===== src/rtl/hilo_pkg.sv =====
// Shared op codes, controller states and decode helpers for the HI/LO front end.
package hilo_pkg;

  localparam logic [3:0] OP_NONE = 4'd0;
  localparam logic [3:0] MULT    = 4'd1;
  localparam logic [3:0] MULTU   = 4'd2;
  localparam logic [3:0] DIV     = 4'd3;
  localparam logic [3:0] DIVU    = 4'd4;
  localparam logic [3:0] MTHI    = 4'd5;
  localparam logic [3:0] MTLO    = 4'd6;
  localparam logic [3:0] MFHI    = 4'd7;
  localparam logic [3:0] MFLO    = 4'd8;

  typedef enum logic [1:0] {
    ST_IDLE  = 2'd0,
    ST_START = 2'd1,
    ST_BUSY  = 2'd2
  } state_e;

  // Codes above MFLO carry no meaning and behave exactly like OP_NONE.
  function automatic logic [3:0] norm_op(input logic [3:0] op);
    return (op > MFLO) ? OP_NONE : op;
  endfunction

  function automatic logic is_md_op(input logic [3:0] op);
    return (op == MULT) || (op == MULTU) || (op == DIV) || (op == DIVU);
  endfunction

endpackage


===== src/rtl/hilo_unit.sv =====
// Execute-stage front end for multdiv: owns HI/LO, sequences start/done,
// and stalls HI/LO-related ops while a multiply or divide is in flight.
//
// state    | meaning
// ---------+-----------------------------------------------------------
// ST_IDLE  | no operation in flight; MT*/MF* served, MULT*/DIV* accepted
// ST_START | md_start asserted for this single cycle
// ST_BUSY  | waiting for md_done; result written to HI/LO on that edge
module hilo_unit
  import hilo_pkg::*;
#(
  parameter int WIDTH = 32
) (
  input  logic             clk,
  input  logic             reset,
  input  logic             op_valid,
  input  logic [3:0]       op,
  input  logic [WIDTH-1:0] rs_val,
  input  logic [WIDTH-1:0] rt_val,
  output logic             stall,
  output logic [WIDTH-1:0] mf_data,
  output logic [WIDTH-1:0] hi,
  output logic [WIDTH-1:0] lo,
  output logic             dbz,
  output logic             md_start,
  output logic             md_multdivb,
  output logic             md_signedop,
  output logic [WIDTH-1:0] md_x,
  output logic [WIDTH-1:0] md_y,
  input  logic [WIDTH-1:0] md_prodh,
  input  logic [WIDTH-1:0] md_prodl,
  input  logic             md_done,
  input  logic             md_dbz
);

  state_e           state_q, state_d;
  logic [3:0]       op_n;
  logic             accept;
  logic             md_op;
  logic             div_zero;
  logic             finish;
  logic [WIDTH-1:0] hi_q, lo_q, x_q, y_q;
  logic             multdivb_q, signedop_q, dbz_q;

  assign op_n     = norm_op(op);
  assign md_op    = is_md_op(op_n);
  assign accept   = op_valid && (state_q == ST_IDLE);
  assign stall    = op_valid && (state_q != ST_IDLE) && (op_n != OP_NONE);
  // md_done is a level that stays high after completion, so it only counts in BUSY.
  assign finish   = (state_q == ST_BUSY) && md_done;
  assign div_zero = !multdivb_q && md_dbz;

  assign mf_data     = (op_n == MFHI) ? hi_q : lo_q;
  assign hi          = hi_q;
  assign lo          = lo_q;
  assign dbz         = dbz_q;
  assign md_x        = x_q;
  assign md_y        = y_q;
  assign md_multdivb = multdivb_q;
  assign md_signedop = signedop_q;

  // Next-state and start strobe.
  always_comb begin
    state_d  = state_q;
    md_start = 1'b0;
    unique case (state_q)
      ST_IDLE:  if (accept && md_op) state_d = ST_START;
      ST_START: begin
        md_start = 1'b1;
        state_d  = ST_BUSY;
      end
      ST_BUSY:  if (md_done) state_d = ST_IDLE;
      default:  state_d = ST_IDLE;
    endcase
  end

  // State register.
  always_ff @(posedge clk) begin
    if (reset) state_q <= ST_IDLE;
    else       state_q <= state_d;
  end

  // HI/LO: multdiv result on completion, MT* writes when idle (never both at once).
  always_ff @(posedge clk) begin
    if (reset) begin
      hi_q <= '0;
      lo_q <= '0;
    end else if (finish && !div_zero) begin
      hi_q <= md_prodh;
      lo_q <= md_prodl;
    end else if (accept && (op_n == MTHI)) begin
      hi_q <= rs_val;
    end else if (accept && (op_n == MTLO)) begin
      lo_q <= rs_val;
    end
  end

  // Operand latch held steady from START until the unit returns to IDLE.
  always_ff @(posedge clk) begin
    if (reset) begin
      x_q        <= '0;
      y_q        <= '0;
      multdivb_q <= 1'b0;
      signedop_q <= 1'b0;
    end else if (accept && md_op) begin
      x_q        <= rs_val;
      y_q        <= rt_val;
      multdivb_q <= (op_n == MULT) || (op_n == MULTU);
      signedop_q <= (op_n == MULT) || (op_n == DIV);
    end
  end

  // Divide-by-zero pulse in the cycle after completion.
  always_ff @(posedge clk) begin
    if (reset) dbz_q <= 1'b0;
    else       dbz_q <= finish && div_zero;
  end

endmodule


===== config.mk =====
export PLATFORM = sky130hd
export DESIGN_NAME = hilo_unit
export DESIGN_NICKNAME = d
export VERILOG_FILES = /design/src/rtl/hilo_pkg.sv /design/src/rtl/hilo_unit.sv
export SDC_FILE = /design/constraint.sdc
export NUM_CORES = 1
export LEC_CHECK = 0
export ABC_AREA = 0
export ABC_CLOCK_PERIOD_IN_PS = 2400
export CORE_AREA = 2 2 127 129
export DETAILED_ROUTE_END_ITERATION = 7
export DIE_AREA = 0 0 129 131
export GPL_TIMING_DRIVEN = 0
export PLACE_DENSITY = 0.81
export SLEW_MARGIN = 10
export SYNTH_ARGS = -nofsm -noshare
export SYNTH_HDL_FRONTEND = slang
export SYNTH_SLANG_ARGS = --single-unit

===== constraint.sdc =====
create_clock -name clk -period 2.4 [get_ports clk]
set_input_delay 0.48 -clock clk [delete_from_list [all_inputs] [get_ports clk]]
set_output_delay 0.48 -clock clk [all_outputs]
set_load 0.03 [all_outputs]

==> results of run 1 <==
cell usage after synthesis:
cell,count
o221a_2,8
o21ai_0,8
o21a_1,1
or2_1,2
buf_1,3
nand4_1,1
a21oi_1,2
or4b_1,1
o22ai_2,2
nor4_1,1
nor3_1,10
and2_1,1
nand3_1,1
buf_4,3
mux2i_1,64
buf_6,11
a31oi_1,58
inv_1,60
nor2_1,4
a311oi_1,6
nor4b_2,1
o221a_1,50
o31ai_1,1
clkbuf_1,40
and3b_1,1
nand3b_1,3
nand4b_1,6
a2111oi_0,1
mux2_2,32
dfxtp_1,133
buf_2,6
nand2b_1,129
nand2_1,2
xnor2_1,1
nor2b_1,2
nor3b_1,1
how the worst max path moves through the flow:
| stage | from | end | slack (ns) | cells after the start |
|---|---|---|---|---|
| final | op[0] | mf_data[28] | 0.08 | 6 |
| after global routing | op[0] | mf_data[28] | 0.03 | 6 |
| after CTS | op[1] | mf_data[28] | 0.008 | 6 |
| after detailed placement | op[2] | mf_data[15] | -1.40 | 7 |
| after global placement | op[2] | mf_data[15] | -1.37 | 7 |
| after floorplan | op[2] | mf_data[21] | 0.19 | 5 |
what timing repair did:
item | CTS | global route
pin swaps | 1 | 0
setup buffers | 1 | 0
endpoints found under the setup margin | 40 | 32
resized for setup | 185 | 5
sequential cells by signal (all words and copies together) (netlist names):
register,count
dbz,1
hi,32
lo,32
md_multdivb,1
md_signedop,1
md_x,32
md_y,32
state_q,2
metrics by stage:
stage	cells	hold slack, ns	total power, W
2_1_floorplan	656	0.596	0.00290
3_3_place_gp	1172	0.457	0.00343
3_5_place_dp	1172	0.463	0.00345
4_1_cts	1201	0.473	0.00574
5_1_grt	1201	0.489	0.00590
6_report	1202	0.438	0.00571
critical path: stages:
cell	delay, ns
dlygate4sd2_1	0.30
clkbuf_8	0.19
nand3_4	0.15
clkbuf_16	0.20
mux2_2	0.34
buf_2	0.18
layout by cell type, fill, tap and decap left out, types with 2 or more instances in the layout:
cell type / n
o221a_1: 50
a31oi_1: 58
a311oi_1: 6
dfxtp_1: 133
nand4b_1: 6
nor2_1: 4
inv_1: 59
nor2b_1: 2
clkdlybuf4s50_1: 263
buf_4: 4
clkbuf_8: 4
nand3b_1: 3
o221a_2: 8
o22ai_2: 2
buf_2: 37
nor3_1: 9
clkbuf_1: 39
o21ai_0: 8
dlygate4sd2_1: 4
clkinv_2: 4
a21oi_1: 2
clkbuf_2: 4
nand2b_1: 129
nand2_1: 2
buf_6: 11
clkbuf_16: 18
or2_1: 2
mux2_2: 32
mux2i_1: 64
report_power, final:
part,leakage [nW],internal (W),switching (W)
logic,2.61,0.000518,0.000530
registers,1.08,0.00229,0.0000579
clock network,0.252,0.00138,0.000944
total,3.94,0.00418,0.00153
cell families (layout without fill, tap and decap cells):
group	Yosys count	after routing	synth area share, %
compound gates	137	137	18.1
simple gates	166	166	16.2
mux	96	96	15.5
flops	133	133	41.3
other cells	0	1	0
xor+xnor	1	1	0.136
buf+inv	123	452	8.73
routing by layer:
| metal | wire, um | up-vias |
|---|---|---|
| li1 | - | 2986 |
| met1 | 9710 | 2952 |
| met2 | 11300 | 281 |
| met3 | 1740 | 26 |
| met4 | 380 | 2 |
| met5 | 6 | - |
final cells by class:
cell class | instances | area [sq um] | share of cell area (%)
Antenna cell | 1 | 2.50 | 0.0247
Buffer | 62 | 395 | 3.90
Multi-Input combinational cell | 400 | 3240 | 31.9
Sequential cell | 133 | 2660 | 26.2
Timing Repair Buffer | 301 | 2840 | 28.0
Clock inverter | 5 | 27.5 | 0.271
Tap cell | 216 | 270 | 2.66
Inverter | 60 | 225 | 2.22
Clock buffer | 24 | 482 | 4.75
==> qor.yml, run 1 <==
outcome:
  run_status: "completed"
power_and_ir_drop:
  pwr_density_cell_nw_per_um2: 563
  vdd_drop_max_uv: 489
  p_leak_nw: 3.94
floorplanning:
  initial_core_util_pct: 41.3
  fp-row-count: 46
  dieWidth_um: 129
  core_region_area_sq_um: 15600
  number_of_i_o_pins: 302
  dieArea_sq_um: 16900
  floorplan.die.height_um: 131
timing:
  worst_pin_slew_ns: 0.848
  totalNegativeSetupSlack_ns: 0
  final_period_minus_worst_setup_slack_ns: 2.32
  slew_limit_fails: 0
  skew_ns: 0.00837
  fmax_mhz: 431
  timing.final.setup_violations: 0
  unrepaired_setup_endpoints_after_global_routing: "no"
  final_min_period_over_clock_period_pct: 96.8
  maxSlewHeadroom_pct: 43.3
  finalHoldViolations: 0
  setup_ws_ns: 0.0772
logic_synthesis:
  netlist_instances: 656
  mappedNetlistArea_sq_um: 6450
  synth_top_area_share_pct: 41.3
  ys_top_cells_by_area: "dfxtp_1, nand2b_1, mux2i_1"
  synth.yosys.seq_area_share_pct: 41.3
  avgSynthCellArea_sq_um: 9.83
  library_cells_used_by_synthesis: 36
  synthesis.yosys.warnings: 0
  ys_ff_latch: 133
  yosysTopAreaCell: "dfxtp_1"
  postSynthNetCount: 793
setup_path:
  crit_path_start_kind: "input pin"
  criticalPathCategory: "in -> out"
  timing.critical_path.required_ns: 1.92
  worstSetupEndpointType: "output pin"
  crit-reg2reg-launch: "state_q[1]$_SDFFE_PP0P_"
  worst-endpoint-arrival_ns: 1.84
  worstReg2RegEnd: "lo[25]$_SDFFE_PP0P_"
  reg_to_reg_setup_timing_slack_ns: 0.31
  reg2regPathDepth: 5
  timing.critical_path.fanout_max: 10
detailed_routing:
  detail_route.iter0.violations: 303
  routed_via_density: 5.20
  num_vias: 6247
  dr.pass1.iters: 7
  detail-route-antenna-nets: 0
  drc: 0
  route.detailed.wl_per_inst_um: 19.2
  drt_wl_total_mm: 23.1
grt:
  gr-max-usage-layer: "met2"
  globalRouteMet3Util_pct: 7.41
  grt_pass1_wl_mm: 34.7
  met1_usage_pct: 32.8
  grt_max_degree: 17
  grt_antenna_before_repair: 0
  globalRoute.totalOverflow: 0
  grt_pass1_vias: 6221
  groute.usage.overall_pct: 26.9
  groute.layer.met2.usage_pct: 46.0
placed_design:
  numPortBuffers: 300
  dpl-instance-area_sq_um: 9720
  place.detailed.hpwl_mm: 16.9
  final_weighted_congestion_in_routability_driven_placement: 0.839
  detailedPlace.worstSlack_ns: -1.40
clock_tree:
  clock-sinks: 133
  clock_tree.htree_level_count: 4
  post_cts_hold_buffer_count: 0
  insertion_delay_of_the_later_clocked_pin_in_the_worst_skew_pair_ns: 0.42
  clockRootBuffer: "clkbuf_16"
  clkTransAtPathRegs_ns: 0.05
  cts-buffers-inserted: 17
  clock_tree_from_tritoncts: "built"
  cts-root-to-sink-buffers: 2
finish:
  final_cell_area_sq_um: 10100
  layout-area-overhead-vs-synth_pct: 57.4
  post_route_cells_drive_above_1_share_pct: 13.4
  layout.core_utilization_pct: 65.1
  nNetsFinal: 1112
  total_of_fill_cells_in_the_finished_design: 1306
hold_path:
  hold_path.class: "in -> reg"
  worstHoldStart: "op[1]"
  hold_path_end: "md_multdivb$_SDFFE_PP0P_"
  cell_count_of_the_worst_hold_path: 3
run:
  cap_violations: 0
No activity file was read; power rests on OpenSTA's default activity.
==> inputs of run 2 (changes only) <==
- SETUP_SLACK_MARGIN: not set -> 0.15
==> run 2 against run 1 <==
  * Non-clock buffer count grew 10
  * Die area unchanged
  * Core utilization increased by 2.5 points
  * Clock skew about the same
  * Largest power group unchanged
  * Sequential power hardly changed
==> qor.yml, run 2 (synthesis results as in run 1) <==
outcome:
  run_status: "completed"
grt:
  grt_pass1_vias: 6331  # +1.8%
  grt_antenna_before_repair: 0  # unchanged
  grt_pass1_wl_mm: 35.4  # +2.0%
  globalRoute.totalOverflow: 0  # unchanged
  gr-max-usage-layer: "met2"
  groute.usage.overall_pct: 27.5  # +0.53 points
  groute.layer.met2.usage_pct: 47.0  # +1.0 points
  globalRouteMet3Util_pct: 7.61  # +0.20 points
  met1_usage_pct: 33.3  # +0.53 points
  grt_max_degree: 17  # unchanged
detailed_routing:
  detail_route.iter0.violations: 354  # +17%
  detail-route-antenna-nets: 0  # unchanged
  dr.pass1.iters: 5  # -2
  drt_wl_total_mm: 23.6  # +2.3%
  routed_via_density: 5.23  # +0.56%
  route.detailed.wl_per_inst_um: 19.5  # +1.4%
  num_vias: 6334  # +1.4%
  drc: 0  # unchanged
floorplanning:
  initial_core_util_pct: 41.3  # unchanged
  dieWidth_um: 129  # unchanged
  dieArea_sq_um: 16900  # unchanged
  fp-row-count: 46  # unchanged
  floorplan.die.height_um: 131  # unchanged
  number_of_i_o_pins: 302  # unchanged
  core_region_area_sq_um: 15600  # unchanged
hold_path:
  hold_path.class: "in -> reg"
  hold_path_end: "md_signedop$_SDFFE_PP0P_"
  worstHoldStart: "op[2]"
  cell_count_of_the_worst_hold_path: 4  # +1
finish:
  layout.cells.most_common: "clkdlybuf4s50_1"
  nNetsFinal: 1122  # +0.90%
  layout.cells.most_common_list: "clkdlybuf4s50_1, dfxtp_1, nand2b_1, mux2i_1, inv_1"
  layout-area-overhead-vs-synth_pct: 63.4
  post_route_cells_drive_above_1_share_pct: 14.5  # +1.1 points
  instances_no_fill: 1212  # +0.83%
clock_tree:
  cts-root-to-sink-buffers: 2  # unchanged
  clock_tree.htree_level_count: 4  # unchanged
  clock-sinks: 133  # unchanged
  clock_tree_from_tritoncts: "built"
  clockRootBuffer: "clkbuf_16"
  clkTransAtPathRegs_ns: 0.05  # about the same
  cts-buffers-inserted: 17  # unchanged
  insertion_delay_of_the_later_clocked_pin_in_the_worst_skew_pair_ns: 0.42  # about the same
setup_path:
  timing.critical_path.fanout_max: 6  # -4
  maximum_single_stage_delay_on_the_critical_path_ns: 0.31  # -0.03 ns
  worstReg2RegEnd: "lo[25]$_SDFFE_PP0P_"
  crit_path_top_delay_cell: "mux2_4"
  crit_path_start_kind: "input pin"
  crit-reg2reg-launch: "state_q[1]$_SDFFE_PP0P_"
  reg_to_reg_setup_timing_slack_ns: 0.31  # about the same
  reg2regPathDepth: 5  # unchanged
  timing.critical_path.required_ns: 1.92  # about the same
  crit_buf_inv: 5  # +1
  criticalPathCategory: "in -> out"
  worst-endpoint-arrival_ns: 1.75  # -0.09 ns
  cp_top_family: "buffers and inverters"
  timing.critical_path.cells: "dlygate4sd2_1 > inv_2 > nand3_4 > buf_12 > clkbuf_16 > mux2_4 > buf_6"
  worstSetupEndpointType: "output pin"
power_and_ir_drop:
  pwr-share-clk_pct: 40.4  # -0.2 points
  pwr_density_cell_nw_per_um2: 548  # -2.7%
  internal_power_w: 0.00422  # +0.88%
  power_frac_seq_pct: 40.6  # -0.5 points
  p_comb_share_pct: 19.0  # +0.7 points
  net-switching-power_w: 0.00155  # +1.5%
  p_leak_nw: 4.10  # +4.0%
  power_switching_share_pct: 26.9  # +0.12 points
  vdd_drop_max_uv: 494  # +0.98%
placed_design:
  detailedPlace.worstSlack_ns: -1.40  # unchanged
  place.detailed.hpwl_mm: 16.9  # unchanged
  final_weighted_congestion_in_routability_driven_placement: 0.839  # unchanged
  numPortBuffers: 300  # unchanged
  post-place-cells: 1172  # unchanged
timing:
  timing.final.setup_violations: 0  # unchanged
  final_period_minus_worst_setup_slack_ns: 2.23  # -0.0954 ns
  final_min_period_over_clock_period_pct: 92.8  # -4.0 points
  slew_limit_fails: 0  # unchanged
  unrepaired_setup_endpoints_after_global_routing: "no"
  finalHoldWorstSlack_ns: 0.419  # -0.0184 ns
  skew_ns: 0.00827  # -0.000106 ns
  finalHoldViolations: 0  # unchanged
  fmax_mhz: 449  # +4.3%
  setup_ws_ns: 0.173  # +0.0954 ns
  worst_pin_slew_ns: 0.824  # -0.0241 ns
  maxSlewHeadroom_pct: 44.9  # +1.6 points
run:
  cap_violations: 0  # unchanged
## run 2: changes by cell type in the layout (fill, tap and decap cells not counted), sizes merged
cell,change
buf,+13
dlygate4sd2,-2
clkbuf,-1
clkdlybuf4s50,-1
dlymetal6s2s,+1
## run 2: power by group through the flow
stage / Sequential [W] / Combinational (W) / Clock (W)
final: 0.00235 / 0.00109 / 0.00233
after global routing: 0.00235 / 0.00116 / 0.00243
after CTS: 0.00235 / 0.00109 / 0.00234
after detailed placement: 0.00239 / 0.00106 / 0
after global placement: 0.00239 / 0.00105 / 0
after floorplan: 0.00253 / 0.000370 / 0
## run 2: worst register-to-register path, cell delays in order, from the launching register on
cell	delay (ns)
dfxtp_1	0.37
or4b_1	0.52
buf_2	0.18
o22ai_2	0.46
buf_4	0.29
o221a_1	0.22
## run 2: cell type report
type                            instances  area, sq um
Fill cell                            1254         5060
Antenna cell                            1         2.50
Tap cell                              216          270
Clock inverter                          5         27.5
Buffer                                 63          409
Multi-Input combinational cell        400         3290
Sequential cell                       133         2660
Clock buffer                           24          482
Inverter                               60          225
Timing Repair Buffer                  310         3160
## run 2: worst max path at each step
stage          cells after the start          end  start  slack [ns]
2_1_floorplan                      5  mf_data[21]  op[2]        0.19
3_3_place_gp                       7  mf_data[15]  op[2]       -1.37
3_5_place_dp                       7  mf_data[15]  op[2]       -1.40
4_1_cts                            8  mf_data[28]  op[2]        0.12
5_1_grt                            8  mf_data[11]  op[1]        0.15
6_report                           7  mf_data[28]  op[3]        0.17
## run 2: timing repair
item | CTS | global route
gates resized for setup | 268 | 13
endpoints found under the hold margin | 0 | 0
pin swaps | 1 | 0
hold buffers | 0 | 0
buffers inserted | 6 | 1
endpoints found under the setup margin | 43 | 26
cloned | 3 | 0
## run 2: through the flow
stage          power (W)  TNS [ns]  utilization (%)  instance area (sq um)
4_1_cts          0.00578         0             67.2                  10500
5_1_grt          0.00595         0             67.5                  10500
3_3_place_gp     0.00343    -58.40             62.3                   9720
3_5_place_dp     0.00345    -63.09             62.3                   9720
2_1_floorplan    0.00290         0                -                   6450
6_report         0.00577         0             67.5                  10500
## run 2: per-layer routing
| metal | wire length, um | vias up |
|---|---|---|
| met1 | 9800 | 2992 |
| li1 | - | 3003 |
| met2 | 11500 | 301 |
| met5 | 0 | - |
| met3 | 1800 | 38 |
| met4 | 491 | 0 |
